`src/rtl/sram_access_ctrl_pkg.sv`:
```
// rtl/sram_access_ctrl_pkg.sv - shared constants and helpers for the SRAM access controller
package sram_access_ctrl_pkg;

  // Depth of the read response buffer; the read credit limit equals this depth.
  localparam int RSP_DP = 2;

  function automatic int strb_width(input int dw);
    return (dw + 7) / 8;
  endfunction

endpackage

```
`src/rtl/sram_rsp_fifo.sv`:
```
// rtl/sram_rsp_fifo.sv - 2-entry in-order read response buffer with head-data output
module sram_rsp_fifo
  import sram_access_ctrl_pkg::*;
#(
  parameter int DW = 32
) (
  input  logic          CLK,
  input  logic          RSTn,
  input  logic          push,
  input  logic [DW-1:0] push_data,
  input  logic          pop,
  output logic [1:0]    occ,
  output logic [DW-1:0] head_data
);

  logic [DW-1:0] mem [RSP_DP];
  logic          wr_ptr;
  logic          rd_ptr;

  always_ff @(posedge CLK or negedge RSTn) begin
    if (!RSTn) begin
      occ    <= 2'd0;
      wr_ptr <= 1'b0;
      rd_ptr <= 1'b0;
    end else begin
      if (push) wr_ptr <= ~wr_ptr;
      if (pop)  rd_ptr <= ~rd_ptr;
      case ({push, pop})
        2'b10:   occ <= occ + 2'd1;
        2'b01:   occ <= occ - 2'd1;
        default: ;
      endcase
    end
  end

  // Payload storage carries no reset; occupancy alone qualifies it.
  always_ff @(posedge CLK) begin
    if (push) mem[wr_ptr] <= push_data;
  end

  assign head_data = mem[rd_ptr];

  a_no_overflow: assert property (@(posedge CLK) disable iff (!RSTn)
    !(push && !pop && occ == 2'(RSP_DP)));

  a_no_underflow: assert property (@(posedge CLK) disable iff (!RSTn)
    !(pop && occ == 2'd0));

endmodule

```
`src/rtl/sram_access_ctrl.sv`:
```
// rtl/sram_access_ctrl.sv - valid/ready front-end for a 1W/1R byte-strobed SRAM with registered read
// Optional same-address write-to-read forwarding is enabled by defining SRAM_FWD_EN.
module sram_access_ctrl
  import sram_access_ctrl_pkg::*;
#(
  parameter  int DW = 32,
  parameter  int AW = 14,
  localparam int SW = strb_width(DW)
) (
  input  logic          CLK,
  input  logic          RSTn,
  input  logic          wr_valid,
  output logic          wr_ready,
  input  logic [AW-1:0] wr_addr,
  input  logic [DW-1:0] wr_data,
  input  logic [SW-1:0] wr_strb,
  output logic          wr_ack,
  input  logic          rd_valid,
  output logic          rd_ready,
  input  logic [AW-1:0] rd_addr,
  output logic          rd_rsp_valid,
  input  logic          rd_rsp_ready,
  output logic [DW-1:0] rd_rsp_data,
  output logic          sram_en_w,
  output logic [AW-1:0] sram_addr_w,
  output logic [DW-1:0] sram_data_w,
  output logic [SW-1:0] sram_wstrb,
  output logic          sram_en_r,
  output logic [AW-1:0] sram_addr_r,
  input  logic [DW-1:0] sram_data_r
);

  logic          inflight;
  logic [1:0]    occ;
  logic [DW-1:0] head_data;
  logic [DW-1:0] beat;
  logic          rd_acc;
  logic          fifo_empty;
  logic          push;
  logic          pop;

  assign wr_ready    = 1'b1;
  assign sram_en_w   = wr_valid;
  assign sram_addr_w = wr_addr;
  assign sram_data_w = wr_data;
  assign sram_wstrb  = wr_strb;

  // Credit counts both buffered beats and the beat still in the SRAM pipe.
  assign rd_ready    = ({1'b0, occ} + {2'b00, inflight}) < 3'(RSP_DP);
  assign rd_acc      = rd_valid & rd_ready;
  assign sram_en_r   = rd_acc;
  assign sram_addr_r = rd_addr;

  assign fifo_empty   = (occ == 2'd0);
  assign rd_rsp_valid = !fifo_empty | inflight;
  assign rd_rsp_data  = fifo_empty ? beat : head_data;
  assign pop          = !fifo_empty & rd_rsp_ready;
  // The arriving beat bypasses the buffer only when nothing is queued ahead of it and it is taken now.
  assign push         = inflight & !(fifo_empty & rd_rsp_ready);

  always_ff @(posedge CLK or negedge RSTn) begin
    if (!RSTn) begin
      inflight <= 1'b0;
      wr_ack   <= 1'b0;
    end else begin
      inflight <= rd_acc;
      wr_ack   <= wr_valid & wr_ready;
    end
  end

`ifdef SRAM_FWD_EN
  logic          fwd_hit;
  logic [SW-1:0] fwd_strb;
  logic [DW-1:0] fwd_data;

  always_ff @(posedge CLK or negedge RSTn) begin
    if (!RSTn) begin
      fwd_hit  <= 1'b0;
      fwd_strb <= '0;
      fwd_data <= '0;
    end else begin
      fwd_hit  <= rd_acc & wr_valid & (rd_addr == wr_addr);
      fwd_strb <= wr_strb;
      fwd_data <= wr_data;
    end
  end

  // The SRAM returns pre-write data on a collision; overlay the strobed bytes.
  always_comb begin
    beat = sram_data_r;
    if (fwd_hit) begin
      for (int i = 0; i < DW; i++) begin
        if (fwd_strb[i/8]) beat[i] = fwd_data[i];
      end
    end
  end
`else
  assign beat = sram_data_r;
`endif

  sram_rsp_fifo #(
    .DW(DW)
  ) u_rsp_fifo (
    .CLK       (CLK),
    .RSTn      (RSTn),
    .push      (push),
    .push_data (beat),
    .pop       (pop),
    .occ       (occ),
    .head_data (head_data)
  );

endmodule
```
`config.mk`:
```
export PLATFORM = sky130hd
export DESIGN_NAME = sram_access_ctrl
export DESIGN_NICKNAME = d
export VERILOG_FILES = /design/src/rtl/sram_access_ctrl_pkg.sv /design/src/rtl/sram_rsp_fifo.sv /design/src/rtl/sram_access_ctrl.sv
export SDC_FILE = /design/constraint.sdc
export NUM_CORES = 1
export LEC_CHECK = 0
export BUFFER_PORTS_ARGS = -buffer_cell sky130_fd_sc_hd__buf_4
export CORE_MARGIN = 4
export CORE_UTILIZATION = 47
export CTS_CLUSTER_SIZE = 28
export DETAILED_ROUTE_END_ITERATION = 12
export MAX_ROUTING_LAYER = met4
export PLACE_DENSITY_LB_ADDON = 0.1
export REMOVE_ABC_BUFFERS = 1
export SLEW_MARGIN = 10
export SYNTH_ARGS = -nofsm -noshare
export SYNTH_HDL_FRONTEND = slang
export SYNTH_SLANG_ARGS = --single-unit
```
`constraint.sdc`:
```
create_clock -name CLK -period 6.96 [get_ports CLK]
set_clock_uncertainty 0.1 [all_clocks]
set_input_delay 0.348 -clock CLK [delete_from_list [all_inputs] [get_ports CLK]]
set_output_delay 0.348 -clock CLK [all_outputs]
set_load 0.1 [all_outputs]
```
==> impl_metrics.json <==
{
  "multi_input_area_um2": 728.2,
  "pre_cts_slack_ps": 4403,
  "coreArea_um2": 6907,
  "hold_path.class": "input port to flop",
  "setup_tns_ps": 0,
  "cp-start-kind": "flop",
  "drive_gt1_share_pct": 32.23,
  "regArea_um2": 2073,
  "synth_cell_type_count": 17,
  "root_buffer": "clkbuf_8",
  "fin_util_pct": 52.63,
  "status": "complete, no violations",
  "cts.htree.levels": 3,
  "path_delay_family": "flip-flops",
  "grt_remaining_overflow": 0,
  "post_drt_wl_per_cell_um": 26.08,
  "antenna_found_initial": 0,
  "cts.sink_count": 70,
  "arrival_ps": 2150,
  "num-fill-cells": 654,
  "fp-row-count": 30,
  "grt_max_degree": 67,
  "routabilityCongestion": 0.7579,
  "ys_seq_elements": 70,
  "antennaDiodeCount": 0,
  "vias": 1830,
  "critPathMaxStageDelay_ps": 1040,
  "grt_pass1_vias": 1750,
  "grt_usage_pct": 23.03,
  "rsz0062_at_grt": "false",
  "die_area_um2": 8634,
  "cts_tree": "done",
  "cts.path.max_buffers": 2,
  "drv_cap": 0,
  "firstDrtPassIters": 4,
  "drtAntennaViolNets": 0,
  "routed_via_density": 4.959,
  "grt_pass1_wl_um": 12990,
  "dr.first_iter.drc_count": 87,
  "io_buffers": 73,
  "finalHoldViolations": 0,
  "synth_warnings": 0,
  "grt_busiest_layer": "met2",
  "max_slew_margin_pct": 31.74,
  "path_max_fanout": 33,
  "period_share_pct": 37.38,
  "synthTopCellsByArea": "edfxtp_1 (57%), buf_4 (15%), mux2i_1 (9.4%), a21oi_1 (4.9%), dfrtp_1 (4.4%)",
  "whs_path_depth": 1,
  "tightest_slew_ps": 1024,
  "grt_use_met2_pct": 36.77,
  "synth_area_um2": 3390,
  "area_growth_pct": 7.235,
  "crit_chain": "mux2i_1, a21oi_1, buf_4",
  "timing.fmax_ghz": 0.3844,
  "die_w_um": 92.92,
  "worst_ep_required_time_ps": 6510,
  "grt_use_met1_pct": 17.25,
  "die_y_um": 92.92,
  "routed_wl_um": 9623,
  "fin_crit_ps": 2602,
  "cts_resized": 0,
  "synth-seq-area-share_pct": 61.13,
  "drc": 0,
  "clk_pin_slew_ps": 70,
  "worst-path-buf-inv": 1,
  "ios": 203,
  "setup_ws_ps": 4358,
  "nNetsFinal": 371,
  "slowest_stage": "dfrtp_2",
  "path_depth": 3,
  "postCtsSetupBuffers": 0,
  "synth_top_area_share_pct": 56.70,
  "yosysTopAreaCell": "edfxtp_1",
  "final_max_slew_viol_count": 0,
  "syn_inst": 261,
  "reg2reg_depth": 3,
  "met3_usage_pct": 25.02,
  "holdBufCountCts": 1,
  "endpoint_kind": "primary output",
  "hpwl_um": 7605,
  "worstSkewPairLatency_ps": 330,
  "critPathKind": "flop to primary output",
  "numCtsBuffers": 9,
  "syn_area_per_cell_um2": 12.99,
  "initial_core_util_pct": 49.08,
  "setup_viol": 0
}
## area by class of cell
type / instances / area share, %
flip-flops and latches: 70 / 57.04
multi-input cells: 112 / 20.03
repair buffers: 74 / 15.35
clock buffers: 12 / 3.718
well taps: 96 / 3.305
clock inverters: 3 / 0.3442
inverters: 2 / 0.2065
## kinds of logic after synthesis
group,share of synthesized area (%)
multiplexers,9.450
buffers and inverters,17.83
adder cells (fa/ha/maj),0.3691
XOR/XNOR,1.292
other,0.1106
flip-flops,61.13
AND/OR/NAND/NOR,4.688
AO/OA/AOI/OAI,5.131
## per-layer routing
| layer | part of all wire (%) | wire, um | vias to the layer above |
|---|---|---|---|
| met5 | 0 | 0 | - |
| met3 | 23 | 2220 | 7 |
| met2 | 50 | 4769 | 176 |
| met1 | 26 | 2526 | 787 |
| li1 | - | - | 860 |
| met4 | 1.1 | 107 | 0 |
## synth_stat cells
cell type	n
buf_2	3
xnor2_1	3
or3_1	1
inv_1	2
conb_1	1
o21ai_2	1
buf_4	67
or2_4	1
dfrtp_1	6
a21oi_1	33
nor2_1	35
and2_1	2
ha_1	1
buf_6	7
mux2i_1	32
edfxtp_1	64
xor2_1	2
## path summary, 6_finish.rpt
kind | startpoint | end | slack (ps)
worst max register to register | u_rsp_fifo.occ[0] | u_rsp_fifo.mem[0][6] | 4420
worst min register to register | u_rsp_fifo.occ[1] | u_rsp_fifo.occ[1] | 430
worst max-delay path | u_rsp_fifo.rd_ptr | rd_rsp_data[15] | 4360
min in group asynchronous | RSTn | u_rsp_fifo.occ[1] | 260
max in group asynchronous | RSTn | u_rsp_fifo.rd_ptr | 6380
worst min-delay path | wr_valid | wr_ack | 30
## flip-flops by register name, indices dropped and copies added (netlist names)
signal	cells
u_rsp_fifo.mem	64
wr_ack	1
u_rsp_fifo.occ	2
inflight	1
u_rsp_fifo.wr_ptr	1
u_rsp_fifo.rd_ptr	1
## worst register-to-register path, stage by stage (launching register included)
cell and delay, ps:
dfrtp_1 430, or2_4 600, o21ai_2 230, nor2_4 770
## metrics by stage
stage	instances	area, um2	hold slack, ps
4_1_cts	369	3635	10.95
2_1_floorplan	184	2793	-47.59
6_report	369	3635	31.69
5_1_grt	369	3635	2.192
3_3_place_gp	353	3477	59.98
3_5_place_dp	353	3477	60.37
## cells in the final DEF, fill, tap and decap left out
cell | synthesis | routed
clkinv_2 | 0 | 1
xor2_1 | 2 | 2
nor2_4 | 0 | 2
dfrtp_1 | 6 | 5
mux2i_1 | 32 | 32
dfrtp_2 | 0 | 1
clkbuf_1 | 0 | 3
xnor2_1 | 3 | 3
and2_1 | 2 | 2
inv_1 | 2 | 2
clkbuf_8 | 0 | 9
conb_1 | 1 | 1
a21oi_1 | 33 | 33
nor2_1 | 35 | 33
clkinv_1 | 0 | 2
or2_4 | 1 | 1
ha_1 | 1 | 1
buf_4 | 67 | 73
edfxtp_1 | 64 | 64
o21ai_2 | 1 | 1
or3_1 | 1 | 1
dlygate4sd3_1 | 0 | 1
Power is not shown: default switching activity piles up to over one toggle a cycle in this logic, so the estimate is an artifact.
